--- src/rtl/video_pattern_source.sv ---
// video_pattern_source: pixel-clock test-pattern generator feeding the hdmi core rgb input.
// Ports:
//   clk_pixel   pixel clock, the only clock
//   reset       asynchronous active-high reset
//   cx, cy      current pixel position returned by the hdmi core
//   auto_cycle  1 rotates patterns every FRAMES_PER_PATTERN frames, 0 follows mode_select
//   mode_select requested pattern in manual mode
//   rgb         registered {R,G,B}, one cycle after cx/cy
//   pattern     pattern currently drawn (0 border, 1 bars, 2 gradient, 3 box)
//   frame_count frames started since reset, wraps at 16 bits
module video_pattern_source #(
    parameter int BIT_WIDTH          = 10,
    parameter int FRAME_WIDTH        = 858,
    parameter int FRAME_HEIGHT       = 525,
    parameter int SCREEN_WIDTH       = 720,
    parameter int SCREEN_HEIGHT      = 480,
    parameter int FRAMES_PER_PATTERN = 120,
    parameter int BOX_SIZE           = 32
) (
    input  logic                 clk_pixel,
    input  logic                 reset,
    input  logic [BIT_WIDTH-1:0] cx,
    input  logic [BIT_WIDTH-1:0] cy,
    input  logic                 auto_cycle,
    input  logic [1:0]           mode_select,
    output logic [23:0]          rgb,
    output logic [1:0]           pattern,
    output logic [15:0]          frame_count
);
    localparam logic [BIT_WIDTH-1:0] SX   = BIT_WIDTH'(FRAME_WIDTH - SCREEN_WIDTH);
    localparam logic [BIT_WIDTH-1:0] SY   = BIT_WIDTH'(FRAME_HEIGHT - SCREEN_HEIGHT);
    localparam logic [BIT_WIDTH-1:0] XEND = BIT_WIDTH'(FRAME_WIDTH - 1);
    localparam logic [BIT_WIDTH-1:0] YEND = BIT_WIDTH'(FRAME_HEIGHT - 1);
    localparam logic [BIT_WIDTH-1:0] XMAX = BIT_WIDTH'(SCREEN_WIDTH - BOX_SIZE);
    localparam logic [BIT_WIDTH-1:0] YMAX = BIT_WIDTH'(SCREEN_HEIGHT - BOX_SIZE);
    localparam int BAR = SCREEN_WIDTH / 8;
    localparam int CW = $clog2(FRAMES_PER_PATTERN + 1);
    localparam logic [CW-1:0] LAST = CW'(FRAMES_PER_PATTERN - 1);
    localparam logic [23:0] BARS [8] = '{24'hFFFFFF, 24'hFFFF00, 24'h00FFFF, 24'h00FF00,
                                         24'hFF00FF, 24'hFF0000, 24'h0000FF, 24'h000000};

    logic [CW-1:0] fip;
    logic [BIT_WIDTH-1:0] bx, by, xr, yr;
    logic dx_neg, dy_neg, fs, active, box, x_turn, y_turn;
    logic [2:0] bar;
    logic [23:0] pix;

    assign fs     = cx == '0 && cy == '0;
    assign active = cx >= SX && cy >= SY;
    assign xr     = cx - SX;
    assign yr     = cy - SY;
    // a direction flips when the box sits on the wall it is heading toward
    assign x_turn = dx_neg ? bx == '0 : bx == XMAX;
    assign y_turn = dy_neg ? by == '0 : by == YMAX;

    always_comb begin
        bar = '0;
        for (int i = 1; i < 8; i++)
            if (int'(xr) >= i * BAR) bar = bar + 3'd1;
        box = xr >= bx && int'(xr) < int'(bx) + BOX_SIZE && yr >= by && int'(yr) < int'(by) + BOX_SIZE;
        pix = pattern == 2'd0 ? {{8{cx == SX}}, {8{cy == SY}}, {8{cx == XEND || cy == YEND}}} :
              pattern == 2'd1 ? BARS[bar] :
              pattern == 2'd2 ? {3{xr[7:0]}} :
              {24{box}};
    end

    always_ff @(posedge clk_pixel or posedge reset) begin
        if (reset) begin
            rgb         <= '0;
            pattern     <= '0;
            frame_count <= '0;
            fip         <= '0;
            bx          <= '0;
            by          <= '0;
            dx_neg      <= 1'b0;
            dy_neg      <= 1'b0;
        end else begin
            rgb <= active ? pix : '0;
            if (fs) begin
                frame_count <= frame_count + 16'd1;
                if (!auto_cycle) begin
                    pattern <= mode_select;
                    fip     <= '0;
                end else if (fip == LAST) begin
                    pattern <= pattern + 2'd1;
                    fip     <= '0;
                end else begin
                    fip <= fip + CW'(1);
                end
                // step follows the post-flip direction, so a wall hit moves one pixel back
                dx_neg <= dx_neg ^ x_turn;
                dy_neg <= dy_neg ^ y_turn;
                bx     <= (dx_neg ^ x_turn) ? bx - 1'b1 : bx + 1'b1;
                by     <= (dy_neg ^ y_turn) ? by - 1'b1 : by + 1'b1;
            end
        end
    end
endmodule

--- config.mk ---
export PLATFORM = sky130hd
export DESIGN_NAME = video_pattern_source
export DESIGN_NICKNAME = d
export VERILOG_FILES = /design/src/rtl/video_pattern_source.sv
export SDC_FILE = /design/constraint.sdc
export NUM_CORES = 1
export LEC_CHECK = 0
export CAP_MARGIN = 40
export CORE_UTILIZATION = 39
export CTS_CLUSTER_DIAMETER = 40
export DETAILED_ROUTE_END_ITERATION = 16
export PLACE_DENSITY = 0.62
export SLEW_MARGIN = 20
export SYNTH_ARGS = -nofsm -noshare
export SYNTH_HDL_FRONTEND = slang
export SYNTH_SLANG_ARGS = --single-unit
--- constraint.sdc ---
create_clock -name clk_pixel -period 7.4 [get_ports clk_pixel]
set_input_delay 1.48 -clock clk_pixel [delete_from_list [all_inputs] [get_ports clk_pixel]]
set_output_delay 1.48 -clock clk_pixel [all_outputs]
set_load 0.02 [all_outputs]
-- After elaboration in Yosys (flattened, before gate mapping)
Memories as Yosys holds them, arrays and structs flattened.
Index checks and enable logic that the tools add are counted.
- input bits: 25
- register bits: 71
- word-level logic and storage cells: 86
- output and inout bits: 42
- memories: 1
- bits in read-only memories: 192
- memories (memory ; depth ; bits a word ; read ports ; clocked after Yosys merged registers in ; write ports ; RTL line ; text):
    (no name shown) ; 8 ; 24 ; 1 ; 0 ; 0 ; 62 ; pattern == 2'd1 ? BARS[bar] :
- reductions and logical operators: 12
- $lt $le $gt $ge: 14
- multiplexer cells: 21
- add/subtract/negate cells: 17
- bitwise logic cells: 3
- eq/ne operators: 10
- operators by type and width (operator ; number):
    24-bit 2-to-1 mux ; 6
    10-bit zero test ; 4
    10-bit equality test (second input constant) ; 3
    10-bit by 9-bit greater-or-equal comparator with 1-bit output (second input constant) ; 3
    10-bit by 6-bit adder with 11-bit output (second input constant) ; 2
    10-bit by 11-bit < comparator with 1-bit output ; 2
    10-bit by 1-bit adder with 10-bit output (second input constant) ; 2
    10-bit greater-or-equal comparator ; 2
    10-bit greater-or-equal comparator (second input constant) ; 2
    10-bit by 8-bit greater-or-equal comparator with 1-bit output (second input constant) ; 2
    10-bit 2-to-1 mux ; 2
    10-bit by 1-bit subtractor with 10-bit output (second input constant) ; 2
    3-bit by 1-bit adder with 3-bit output (second input constant) ; 6
    3-bit 2-to-1 mux ; 6
    16-bit by 1-bit adder with 16-bit output (second input constant) ; 1
    7-bit 2-to-1 mux ; 2
    10-bit by 6-bit equality test with 1-bit output (second input constant) ; 1
    10-bit by 8-bit equality test with 1-bit output (second input constant) ; 1
    10-bit by 9-bit equality test with 1-bit output (second input constant) ; 1
    10-bit by 6-bit greater-or-equal comparator with 1-bit output (second input constant) ; 1
    10-bit by 7-bit greater-or-equal comparator with 1-bit output (second input constant) ; 1
    10-bit by 6-bit subtractor with 10-bit output (second input constant) ; 1
    10-bit by 8-bit subtractor with 10-bit output (second input constant) ; 1
    7-bit by 1-bit adder with 7-bit output (second input constant) ; 1
    14 further kinds ; 22

-- Logic depth before layout (Yosys ltp)
Gate-level depths: netlist (run 1).
- depth after elaboration: 22
- depth in mapped cells: 26
- mapped depth without buffers: 23

-- Worst setup path after synthesis (run 1)
No wires, ideal clock.
- kind: input to register
- from: in cx[1]
- to: reg rgb[10]
- path buffers: 3
- data required time: 7306 ps
- arrival: 6494 ps
- stages: 26
- path slack: 811 ps
- cell sequence: clkbuf_1 > inv_1 > ha_1 > buf_2 > nor2b_1 > nor2_1 > xnor2_1 > clkbuf_1 > nor2_1 > and3_1 > inv_1 > ha_1 > inv_1 > xnor2_1 > ha_1 > xnor3_1 > o22ai_1 > nor2_1 > ha_1 > nand2_1 > o31ai_1 > ha_1 > a221o_1 > a21oi_1 > xor3_1 > a211oi_1
- longest elaborated chain between the ends: 22
- elaborated cells on any way between the ends: 36
- classes of those cells: add/sub: 7; order compare: 10; mux: 13; bitwise: 1; reduce/logical: 4; memory: 1
- ends and longest elaborated chain (what ; RTL line ; text):
    start, declared ; 22 ; input logic [BIT_WIDTH-1:0] cx,
    10-bit by 8-bit subtractor with 10-bit output ; 50 ; assign xr = cx - SX;
    10-bit by 7-bit greater-or-equal comparator with 1-bit output ; 59 ; if (int'(xr) >= i * BAR) bar = bar + 3'd1;
    1-bit 2-to-1 mux ; 59 ;
    3-bit by 1-bit adder with 3-bit output ; 59 ;
    3-bit 2-to-1 mux ; 59 ;
    3-bit by 1-bit adder with 3-bit output ; 59 ;
    3-bit 2-to-1 mux ; 59 ;
    3-bit by 1-bit adder with 3-bit output ; 59 ;
    [5 not listed] ; n/a ;
    3-bit by 1-bit adder with 3-bit output ; 59 ;
    3-bit 2-to-1 mux ; 59 ;
    3-bit NOT with 4-bit output (implied by the code) ; 62 ;
    memory read 8 x 24 bit ; n/a ;
    24-bit 2-to-1 mux (implied by the code) (2 in series) ; 62 ;
    24-bit 2-to-1 mux ; 62 ;
    24-bit 2-to-1 mux ; 61 ; pix = pattern == 2'd0 ? {{8{cx == SX}}, {8{cy == SY}}, {8{cx == XEND || cy == YEND}}} :
    24-bit 2-to-1 mux * ; 78 ; rgb <= active ? pix : '0;
    end signal, assigned ; 78 ;
    end, declared ; 26 ; output logic [23:0] rgb,
Every way passes the cells marked *; elsewhere a longest branch is shown, timed or not. The select of a mux whose other input is x is not followed.
A chain may end at the register's enable or synchronous reset.

-- Worst setup path in the final report (run 1)
- from: in cx[1]
- to: reg rgb[8]
The elaborated chain is that of the path after synthesis.

==> results of run 1 <==
placed cells by master, fill, tap and decap left out, types with 11 or more instances in the layout:
master	synthesis	routed
o31ai_1	16	16
nor2_1	46	46
nand4_1	14	14
buf_4	1	13
a21oi_1	34	34
a211oi_1	12	12
ha_1	65	65
xnor2_1	32	32
nand2_1	69	69
nor3_1	21	21
o21ai_0	50	50
clkdlybuf4s50_1	0	66
dfrtp_1	71	71
xor2_1	14	14
nor4_1	11	11
inv_1	60	59
nand3_1	20	20
metal layers:
layer,track usage,routed length (um)
met1,0.259,6740
met2,0.345,6880
met3,0.0417,494
met4,0.0459,135
met5,0,0
worst max path at each step:
stage	startpoint	to	slack, ns	cells past startpoint
after global routing	cx[1]	rgb[8]	0.14	24
final	cx[1]	rgb[8]	0.63	24
after floorplan	cx[1]	rgb[10]	0.81	26
after CTS	cx[1]	rgb[8]	0.66	23
after detailed placement	cx[1]	rgb[8]	0.33	23
after global placement	cx[1]	rgb[11]	0.46	23
logic make-up (layout without fill, tap and decap cells):
family,Yosys count,count (layout),synth area share
and+or+nand+nor,224,224,0.189
AOI/OAI and AO/OA,184,184,0.211
buffers and inverters,81,157,0.0565
DFF,71,71,0.307
adders and majority gates,68,68,0.149
xor gates and xnor gates,48,48,0.0777
muxes,4,4,0.00866
where the power goes:
part	switching (mW)	internal, mW	total, mW	leakage (nW)
registers	0.0000514	0.388	0.389	0.935
logic	0.117	0.0884	0.206	2.03
clock network	0.171	0.271	0.442	0.141
state kept, by name, summed over array words and instances, names as in the netlist:
name / count
rgb: 24
frame_count: 16
bx: 10
by: 10
fip: 7
pattern: 2
dx_neg: 1
dy_neg: 1
worst max-delay path, stage by stage:
cell and delay, ns:
clkdlybuf4s50_1 0.42, inv_1 0.20, ha_1 0.36, nor2b_1 0.16, o21ai_0 0.34, nand2_1 0.22, o21ai_0 0.21, and3_1 0.23
inv_1 0.08, ha_1 0.38, inv_1 0.12, xnor2_1 0.14, ha_1 0.28, xnor3_1 0.38, o22ai_1 0.16, nor2_1 0.07
ha_1 0.30, nand2_1 0.07, o31ai_1 0.07, ha_1 0.21, a221o_1 0.32, a21oi_1 0.14, xor3_1 0.37, a211oi_1 0.30
area by class of cell:
type                    instances  area, sq um
clock buffers                  10          239
clock inverters                 6         70.1
fillers                      1374         7470
inverters                      61          231
multi-input cells             528         3680
flip-flops and latches         71         1780
well taps                     184          230
repair buffers                 80          786
==> out/qor.yml, run 1 <==
run_status:
  status: "finished, final reports clean"
synth:
  syn_inst: 680
  ys_seq_area_frac: 0.307
  synth_edf_count: 0
  synth_cell_type_count: 64
  syn-cell-area_sq_um: 5780
  avgSynthCellArea_sq_um: 8.50
  synth.net_count: 772
  ys_ff_latch: 71
  synth_common_cells: "dfrtp_1, nand2_1, ha_1, inv_1, o21ai_0"
  yosysMostFrequentCell: "dfrtp_1"
  synth_area_leaders: "dfrtp_1, ha_1, xnor2_1"
  ys.warnings.count: 0
  synthArstFlopShare: 1.00
  ys.flop_type: "dfrtp_1"
  yosysTopAreaCell: "dfrtp_1"
  synth_top_area_frac: 0.307
place:
  port_buffers: 66
  dp_cells: 924
  dpl-instance-area_sq_um: 6700
  pre_cts_ws_ns: 0.332
  dpl.hpwl_mm: 11.2
  gp_congestion: 0.919
clock_network:
  clk_latency_ns: 0.34
  clock_path_buffers: 2
  root_buffer: "clkbuf_16"
  clock-sinks: 71
  cts_hold_buf: 0
  ctsResizeCount: 0
  cts_tree: "done"
  cts_buffers: 9
  ctsHtreeMaxLevel: 3
  post_cts_buffers: 0
  clk_pin_slew_ns: 0.06
route:
  drt_iter0_markers: 213
  vias: 5191
  ant_nets: 0
  drt_wl_total_mm: 14.3
  drt-wirelength-per-cell_um: 15.2
  drc: 0
  vias_per_cell: 5.52
  drt_first_pass_iters: 4
sta:
  fin_skew_ns: 0.00653
  setup_viol: 0
  hold_violations: 0
  rsz0062_at_grt: "no"
  finalHoldWorstSlack_ns: 0.482
  setup_slack_ns: 0.632
  fmax_mhz: 148
  slew_headroom: 0.584
  max_slew.worst_pin.slew_ns: 0.621
  fin_tns_setup_ns: 0
  finalCritPeriodShare: 0.915
  period_minus_slack_ns: 6.77
  drv_slew: 0
min_path:
  hold_end: "frame_count[15]"
  hp-class: "reg -> reg"
  worstHoldPathCells: 1
  min_from: "frame_count[15]"
grt:
  grt_pass1_vias: 4987
  grt_antenna_before_repair: 0
  grt_first_pass_wirelength_mm: 24.3
  grt_max_degree: 56
  grt_use_total: 0.202
  grt_overflow: 0
critical_path:
  required_ns: 7.64
  r2r_end: "bx[8]"
  rrSetupSlack_ns: 4.03
  start_kind: "input port"
  worstSetupPathType: "in -> reg"
  path_max_fanout: 8
  r2r-start: "bx[9]"
  worstRegToRegCells: 14
  end_kind: "flip-flop"
  crit_arrival_ns: 7.01
final_layout:
  nNetsFinal: 843
  drive_above_1_share: 0.0582
  final_area_sq_um: 7010
  final_cells: 940
  areaGrowthSynthToFinish_pct: 21.3
  fin_util: 0.484
  antenna_cells: 0
power_and_ir_drop:
  finalPower_mw: 1.04
  p_leak_nw: 3.11
  p_per_area_nw_per_um2: 148
  max-vdd-ir-drop_v: 0.000101
floorplanning:
  rows: 44
  ios: 67
  die_w_um: 124
  die_area_sq_um: 15300
  initial_core_util: 0.399
  dieHeight_um: 124
  core_area_sq_um: 14500
job:
  drv_cap: 0
Power figures use the tool's default switching activity.
==> run 2: changes to the inputs <==
--- a/config.mk
+++ b/config.mk
@@ -9,7 +9,10 @@
 export CORE_UTILIZATION = 39
 export CTS_CLUSTER_DIAMETER = 40
 export DETAILED_ROUTE_END_ITERATION = 16
+export MAX_ROUTING_LAYER = met4
 export PLACE_DENSITY = 0.62
+export SETUP_SLACK_MARGIN = 0.5
+export SKIP_CTS_REPAIR_TIMING = 1
 export SLEW_MARGIN = 20
 export SYNTH_ARGS = -nofsm -noshare
 export SYNTH_HDL_FRONTEND = slang
==> out/qor.yml, run 2 (synthesized netlist as in run 1, its figures left out) <==
sta:
  slew_headroom: 0.619  # +0.0341
  setup_viol: 0  # unchanged
  finalCritPeriodShare: 0.880  # -0.0350
  fmax_mhz: 154  # +4.0%
  rsz0062_at_grt: "no"
  drv_slew: 0  # unchanged
  fin_skew_ns: 0.00458  # -0.00195 ns
  period_minus_slack_ns: 6.51  # -0.259 ns
  max_slew.worst_pin.slew_ns: 0.570  # -0.0510 ns
  hold_violations: 0  # unchanged
  fin_tns_setup_ns: 0  # unchanged
clock_network:
  clock_path_buffers: 2  # unchanged
  clk_latency_ns: 0.34  # about the same
  cts_buffers: 9  # unchanged
  clock-sinks: 71  # unchanged
  ctsHtreeMaxLevel: 3  # unchanged
  clk_pin_slew_ns: 0.06  # about the same
  cts_tree: "done"
  root_buffer: "clkbuf_16"
route:
  drt-wirelength-per-cell_um: 15.3  # +0.66%
  drt_first_pass_iters: 5  # +1
  vias_per_cell: 5.50  # -0.34%
  drc: 0  # unchanged
  drt_wl_total_mm: 14.4  # +0.77%
  ant_nets: 0  # unchanged
  vias: 5179  # -0.23%
  drt_iter0_markers: 217  # +1.9%
critical_path:
  crit_family: "compound AO/OA/AOI/OAI gates"
  critical-path-max-stage-delay_ns: 0.52  # +0.10 ns
  cp_num_buf_inv: 2  # -2
  worstRegToRegCells: 14  # unchanged
  path_max_fanout: 8  # unchanged
  path_cells: "clkdlybuf4s50_1, or3_4, o21ai_1, xor2_1, o311ai_0, a31o_2, a21o_1, ha_2, inv_1, xnor2_1, ha_1, xnor3_1, o22ai_1, nor2_1, ha_1, nand2_1, o31ai_1, ha_1, a221o_1, a21oi_1, xor3_2, a211oi_1"
  rrSetupSlack_ns: 3.98  # -0.05 ns
  crit_path_end: "rgb[14]"
  cpMostUsedCell: "ha_1"
  crit_cells: 22  # -8.3%
  critPathLaunch: "cx[6]"
  r2r-start: "by[5]"
  start_kind: "input port"
  end_kind: "flip-flop"
  required_ns: 7.65  # about the same
  crit_arrival_ns: 6.76  # -0.25 ns
  crit_slowest_cell: "clkdlybuf4s50_1"
  r2r_end: "by[8]"
  worstSetupPathType: "in -> reg"
place:
  dpl.hpwl_mm: 11.3  # +0.76%
  port_buffers: 66  # unchanged
  gp_congestion: 0.911  # -0.81%
final_layout:
  antenna_cells: 0  # unchanged
  top_regs: "rgb x24, frame_count x16"
  largest_reg_flops: 24  # unchanged
  regMostFlops: "rgb"
  drive_above_1_share: 0.0661  # +0.00785
  layout_common_cells: "dfrtp_1, nand2_1, clkdlybuf4s50_1"
  fin_util: 0.489  # +0.00432
  areaGrowthSynthToFinish_pct: 22.4
  final_common_cell: "dfrtp_1"
  nNetsFinal: 844  # +0.12%
floorplanning:
  core_area_sq_um: 14500  # unchanged
  initial_core_util: 0.399  # unchanged
  die_area_sq_um: 15300  # unchanged
  dieHeight_um: 124  # unchanged
  ios: 67  # unchanged
  rows: 44  # unchanged
  die_w_um: 124  # unchanged
grt:
  grt_pass1_vias: 4871  # -2.3%
  grt_max_degree: 44  # -21%
  grt_overflow: 0  # unchanged
  grt_first_pass_wirelength_mm: 23.7  # -2.5%
  grt_antenna_before_repair: 0  # unchanged
  grt_use_total: 0.203  # +0.00124
power_and_ir_drop:
  finalPower_mw: 1.10  # +5.9%
  max-vdd-ir-drop_v: 0.000105  # +4.5%
  p_leak_nw: 3.13  # +0.77%
  p_per_area_nw_per_um2: 155  # +4.9%
min_path:
  hp-class: "reg -> reg"
job:
  drv_cap: 0  # unchanged
run_status:
  status: "finished, final reports clean"
-- run 2: changes by cell type in the layout (fill, tap and decap cells not counted), sizes merged --
| cell | change |
|---|---|
| buf | +1 |
| bufinv | +2 |
| clkbuf | -1 |
| clkinv | -1 |
-- run 2: worst min-delay path by stage --
stage                               start              end  slack, ns  cells after the start
after floorplan                    fip[1]           fip[1]       0.46                      2
after global placement    frame_count[15]  frame_count[15]       0.46                      1
after detailed placement  frame_count[15]  frame_count[15]       0.47                      1
after CTS                 frame_count[15]  frame_count[15]       0.48                      1
after global routing      frame_count[15]  frame_count[15]       0.50                      1
final                     frame_count[15]  frame_count[15]       0.47                      1
-- run 2: where the power goes --
part | switching, mW | internal (mW) | leakage (nW)
registers | 0.0000517 | 0.389 | 0.935
clock network | 0.171 | 0.329 | 0.158
logic | 0.118 | 0.0903 | 2.04
total | 0.289 | 0.808 | 3.13
-- run 2: final cells by class --
type / instances / area, sq um
clock inverters: 7 / 121
flip-flops and latches: 71 / 1780
repair buffers: 81 / 786
well taps: 184 / 230
inverters: 61 / 231
clock buffers: 9 / 225
multi-input cells: 528 / 3700
fillers: 1400 / 7410
-- run 2: metrics by stage --
| step | worst slack [ns] | cells | cell area [sq um] | hold slack (ns) |
|---|---|---|---|---|
| finish | 0.891 | 941 | 7070 | 0.472 |
| floorplan | 0.811 | 680 | 5780 | 0.465 |
| detailed placement | 0.302 | 924 | 6690 | 0.469 |
| global route | 0.515 | 941 | 7070 | 0.496 |
| global placement | 0.445 | 921 | 6660 | 0.461 |
| CTS | 0.646 | 940 | 7040 | 0.482 |
-- run 2: worst register-to-register path: stages, from the launching register on --
cell,delay (ns)
dfrtp_1,0.47
nor4_1,0.39
nand4_1,0.14
a21oi_1,0.20
nor2_1,0.13
buf_4,0.21
fa_1,0.41
a21o_1,0.20
a21oi_1,0.22
o21bai_1,0.09
a21oi_1,0.28
o21bai_1,0.11
a21oi_1,0.19
xor2_1,0.17
o21ai_0,0.08
-- run 2: per-layer routing --
layer,up-vias,wire length [um],track usage,part of all wire
met3,13,469,0.0362,0.033
met2,90,6880,0.333,0.48
li1,2601,-,-,-
met5,-,0,-,0
met4,0,159,0.0474,0.011
met1,2475,6850,0.259,0.48
==> run 3: changes to the inputs <==
--- a/config.mk
+++ b/config.mk
@@ -5,7 +5,6 @@
 export SDC_FILE = /design/constraint.sdc
 export NUM_CORES = 1
 export LEC_CHECK = 0
-export CAP_MARGIN = 40
 export CORE_UTILIZATION = 39
 export CTS_CLUSTER_DIAMETER = 40
 export DETAILED_ROUTE_END_ITERATION = 16
==> out/qor.yml, run 3 (synthesized netlist as in run 1, its figures left out) <==
grt:
  grt_max_degree: 72  # +64%
  grt_first_pass_wirelength_mm: 23.7  # +0.17%
  grt_antenna_before_repair: 0  # unchanged
  grt_overflow: 0  # unchanged
  grt_pass1_vias: 4876  # +0.10%
  grt_use_total: 0.203  # about the same
critical_path:
  required_ns: 7.64  # about the same
  r2r_end: "bx[8]"
  path_max_fanout: 8  # unchanged
  start_kind: "input port"
  worstRegToRegCells: 14  # unchanged
  worstSetupPathType: "in -> reg"
  crit_arrival_ns: 6.74  # -0.02 ns
  r2r-start: "bx[5]"
  rrSetupSlack_ns: 3.53  # -0.45 ns
  end_kind: "flip-flop"
final_layout:
  layout_common_cells: "dfrtp_1, nand2_1, clkdlybuf4s50_1"
  nNetsFinal: 841  # -0.36%
  final_common_cell: "dfrtp_1"
  antenna_cells: 0  # unchanged
  largest_reg_flops: 24  # unchanged
  regMostFlops: "rgb"
  fin_util: 0.487  # -0.00190
  final_area_sq_um: 7050  # -0.39%
  top_regs: "rgb x24, frame_count x16"
  areaGrowthSynthToFinish_pct: 21.9
  drive_above_1_share: 0.0637  # -0.00239
run_status:
  status: "finished, final reports clean"
route:
  vias: 5149  # -0.58%
  drc: 0  # unchanged
  ant_nets: 0  # unchanged
  drt-wirelength-per-cell_um: 15.1  # -1.3%
  vias_per_cell: 5.49  # -0.26%
  drt_wl_total_mm: 14.1  # -1.6%
  drt_iter0_markers: 187  # -14%
  drt_first_pass_iters: 4  # -1
sta:
  fin_skew_ns: 0.00491  # +0.000322 ns
  max_slew.worst_pin.slew_ns: 1.03  # +0.464 ns
  hold_violations: 0  # unchanged
  fmax_mhz: 154  # +0.20%
  setup_viol: 0  # unchanged
  drv_slew: 0  # unchanged
  finalHoldWorstSlack_ns: 0.474  # +0.00242 ns
  slew_headroom: 0.308  # -0.310
  rsz0062_at_grt: "no"
  fin_tns_setup_ns: 0  # unchanged
  period_minus_slack_ns: 6.50  # -0.0131 ns
  finalCritPeriodShare: 0.878  # -0.00177
clock_network:
  cts_buffers: 9  # unchanged
  ctsHtreeMaxLevel: 3  # unchanged
  clock-sinks: 71  # unchanged
  clk_latency_ns: 0.34  # about the same
  clock_path_buffers: 2  # unchanged
  root_buffer: "clkbuf_16"
  cts_tree: "done"
  clk_pin_slew_ns: 0.06  # about the same
place:
  dpl-instance-area_sq_um: 6660  # -0.52%
  dpl.hpwl_mm: 11.0  # -2.2%
  port_buffers: 66  # unchanged
  gp_congestion: 0.911  # unchanged
floorplanning:
  ios: 67  # unchanged
  die_w_um: 124  # unchanged
  die_area_sq_um: 15300  # unchanged
  rows: 44  # unchanged
  initial_core_util: 0.399  # unchanged
  dieHeight_um: 124  # unchanged
  core_area_sq_um: 14500  # unchanged
power_and_ir_drop:
  finalPower_mw: 1.09  # -0.29%
  max-vdd-ir-drop_v: 0.000104  # -0.75%
  p_per_area_nw_per_um2: 155  # +0.10%
  p_leak_nw: 3.11  # -0.62%
min_path:
  hp-class: "reg -> reg"
  hold_end: "frame_count[15]"
  worstHoldPathCells: 1  # unchanged
  min_from: "frame_count[15]"
job:
  drv_cap: 0  # unchanged
[run 3: cell count changes in the layout (fill, tap and decap cells not counted)]
cell     delta
buf_12      -1
buf_4       -2
o21ai_0     -1
o21ai_1     +1
xor2_1      -1
xor2_2      +1
[run 3: layout make-up]
| cell class | instances | area, sq um |
|---|---|---|
| timing repair buffer | 78 | 751 |
| sequential | 71 | 1780 |
| multi-input combinational | 528 | 3710 |
| clock inverter | 7 | 121 |
| tap | 184 | 230 |
| inverter | 61 | 231 |
| clock buffer | 9 | 225 |
| fill | 1404 | 7430 |
[run 3: critical path, stage by stage]
cell and delay [ns]:
clkdlybuf4s50_1 0.48, or3_4 0.44, o21ai_1 0.19, xor2_1 0.25
o311ai_0 0.14, a31o_2 0.29, a21o_1 0.21, ha_2 0.38
inv_1 0.10, xnor2_1 0.13, ha_1 0.28, xnor3_1 0.38
o22ai_1 0.15, nor2_1 0.06, ha_1 0.30, nand2_1 0.06
o31ai_1 0.08, ha_1 0.22, a221o_1 0.32, a21oi_1 0.15
xor3_2 0.35, a211oi_1 0.28
[run 3: per-stage QoR]
stage	instances	setup WS [ns]
detailed placement	921	0.314
global placement	921	0.445
floorplan	680	0.811
finish	938	0.904
global route	938	0.523
CTS	937	0.664
[run 3: how the worst max path moves through the flow]
stage / from / to / slack, ns / cells past startpoint
2_1_floorplan: cx[1] / rgb[10] / 0.81 / 26
3_3_place_gp: cx[1] / rgb[11] / 0.45 / 23
3_5_place_dp: cx[1] / rgb[9] / 0.31 / 23
4_1_cts: cx[1] / rgb[9] / 0.66 / 23
5_1_grt: cx[4] / rgb[15] / 0.52 / 22
6_report: cx[4] / rgb[9] / 0.90 / 22
[run 3: power by group]
group	total (mW)	switching [mW]	internal, mW	leakage [nW]
sequential	0.389	0.0000501	0.389	0.935
clock	0.499	0.170	0.329	0.158
combinational	0.207	0.117	0.0895	2.02
[run 3: layer usage]
metal / vias up / GRT usage / wire, um
met5: - / - / 0
met4: 0 / 0.0512 / 199
met3: 17 / 0.0371 / 529
met2: 98 / 0.330 / 6740
met1: 2457 / 0.259 / 6660
li1: 2577 / - / -
==> variant (flow settings as in run 3) <==
`FRAMES_PER_PATTERN`: 120 -> 60.
--- a/src/rtl/video_pattern_source.sv
+++ b/src/rtl/video_pattern_source.sv
@@ -16,3 +16,3 @@
     parameter int SCREEN_HEIGHT      = 480,
-    parameter int FRAMES_PER_PATTERN = 120,
+    parameter int FRAMES_PER_PATTERN = 60,
     parameter int BOX_SIZE           = 32
Behaviour: no difference found for any inputs over 10 cycles, from zero or initial values and one cycle with reset high; that may be too few to reach the edited logic, so the function may still have changed.
==> variant against run 3 <==
Maximum frequency is 1.7% lower; synthesized cell count decreased by 0.59%; area after synthesis rose by 1.2%; total power shrank 11%; worst setup slack worse by 0.11 ns; clock skew up 0.0012 ns; worst hold slack improved by 0.0011 ns; die area up 1.2%; clock power down 22%; critical path depth rose by 4; wire length increased by 1.5%; design area up 0.39%; sequential cell count down 1; count of clock-buffer cells in the layout is the same; critical path type unchanged; highest routed layer unchanged.
==> variant: results (changes against run 3) <==
OUTCOME
------------------------------------------------------------------------------------------
Status                                                                           completed

PLACED DESIGN
------------------------------------------------------------------------------------------
Placement-stage cell area                                                         6748 µm²   +1.3%
Placed Cells incl. Taps                                                                918   -0.33%
Input/output buffers                                                                    66   unchanged
Detail Placement HPWL                                                             11070 µm   +0.53%
Placer Congestion                                                                   0.8807   -3.3%
Setup slack at placement                                                        0.02482 ns   -0.2894 ns

WORST HOLD PATH
------------------------------------------------------------------------------------------
Worst Hold Class                                                                   reg2reg

CLOCK NETWORK
------------------------------------------------------------------------------------------
Clock latency of the later-clocked register in the worst-skew pair                 0.33 ns
Clock edge transition at the registers on the reported setup and hold paths        0.06 ns   about the same

CELLS AND AREA
------------------------------------------------------------------------------------------
Share of post-route cells with drive strength above 1                              0.07210   +0.008436
Top flop regs                                                                 rgb x24, frame_count x16
Net count of the finished layout                                                       837   -0.48%
Number of antenna cells inserted                                                         0   unchanged
Number of fill cells                                                                  1346   -4.1%

WORST SETUP PATH
------------------------------------------------------------------------------------------
Critical path's top delay family                                              simple AND/OR/NAND/NOR gates
Crit path largest cell delay                                                       0.60 ns   +0.12 ns
Register-to-register setup slack                                                   3.58 ns   +0.05 ns
Endpoint arrival time on the critical path                                         6.81 ns   +0.07 ns

SYNTHESIS
------------------------------------------------------------------------------------------
Sequential share of the synthesized area                                            0.2995   -0.007830
Mux contribution to synthesized area                                              0.005563   -0.003095
Synthesized-area fraction occupied by ao, oa, aoi and oai cells                     0.2199   +0.008685
Commonest cells post-synth                                                    sky130_fd_sc_hd__dfrtp_1 (70), sky130_fd_sc_hd__ha_1 (65), sky130_fd_sc_hd__o21ai_0 (58)
Number of distinct library cells after synthesis                                        77   +20%
Xor-xnor portion of the synthesized cell area                                      0.08002   +0.002311
Post-Syn Area per Cell                                                           8.651 µm²   +1.8%
Cell types with the largest area share after synthesis                        sky130_fd_sc_hd__dfrtp_1 (30%), sky130_fd_sc_hd__ha_1 (14%), sky130_fd_sc_hd__o21ai_0 (5.0%)
Adder and majority gate portion of the synthesized area                             0.1459   -0.003437
Net count after synthesis                                                              768   -0.52%

ROUTING
------------------------------------------------------------------------------------------
Wire length per cell                                                              15.38 µm   +2.1%
Violation count after the first detailed-route iteration                               334   +79%
Detailed-route wire length                                                        14350 µm   +1.5%
Mean number of vias per cell                                                         5.522   +0.59%
Number of optimization iterations in the first detailed-route pass                       5   +1

PWR
------------------------------------------------------------------------------------------
Maximum VDD drop                                                                  86.60 µV   -17%
Static leakage power                                                              3.094 nW   -0.64%

GLOBAL ROUTE
------------------------------------------------------------------------------------------
Global Route Usage Sum                                                              0.1942   -0.008410
Maximum number of pins on one net before global-route repair                            71   -1.4%
Wire length of the first global-routing pass                                      24210 µm   +2.1%
Vias in the first global route                                                        5058   +3.7%

STA
------------------------------------------------------------------------------------------
Portion of the clock cycle consumed by the worst path in the final layout           0.8932   +0.01544
Clock Skews                                                                    0.006103 ns   +0.001195 ns
Transition at the pin with the smallest max-transition slack                     0.9608 ns   -0.07309 ns

DIE
------------------------------------------------------------------------------------------
Row count                                                                               44   unchanged

[variant: changes by cell type after synthesis, sizes merged, moves of 6 or more]
cell    delta
nand2     -18
and2b      +6
nor3b      +7
a21oi      -6
o21a       +9
o211ai     +9
o21ai      +9
inv        -7
o31ai     -10
and2       +6
[variant: cell type report]
cell class	count	share of cell area
multi-input cells	531	0.5464
flip-flops and latches	70	0.2477
repair buffers	78	0.1068
well taps	184	0.03255
clock buffers	9	0.03184
inverters	55	0.02919
clock inverters	6	0.005484
[variant: where the power goes]
group          switching (mW)  internal, mW  leakage [nW]
Sequential           0.000108         0.383         0.926
Clock                   0.164         0.224         0.127
Combinational           0.116        0.0824          2.04
[variant: worst paths after layout]
path,cells past startpoint,start,endpoint
max reg2reg,15,bx[8],bx[9]
max,26,cx[5],rgb[8]
max in group asynchronous,3,reset,by[0]
min in group asynchronous,3,reset,frame_count[12]
min reg2reg,1,frame_count[15],frame_count[15]
min,1,frame_count[15],frame_count[15]
[variant: cell families after synthesis]
family,after synthesis
DFF,70
xor gates and xnor gates,51
AOI/OAI and AO/OA,188
muxes,3
and+or+nand+nor,222
buffers and inverters,75
adders and majority gates,67
[variant: metrics by stage]
stage | hold WS (ns) | utilization
2_1_floorplan | 0.4657 | -
3_3_place_gp | 0.4619 | 0.4625
3_5_place_dp | 0.4821 | 0.4625
4_1_cts | 0.4898 | 0.4806
5_1_grt | 0.5004 | 0.4848
6_report | 0.4756 | 0.4848
[variant: layer usage]
| layer | track usage | vias to the layer above | part of all wire |
|---|---|---|---|
| met2 | 0.3130 | 131 | 0.47 |
| li1 | - | 2581 | - |
| met1 | 0.2478 | 2414 | 0.47 |
| met4 | 0.05599 | 0 | 0.017 |
| met5 | - | - | 0 |
| met3 | 0.03651 | 26 | 0.043 |
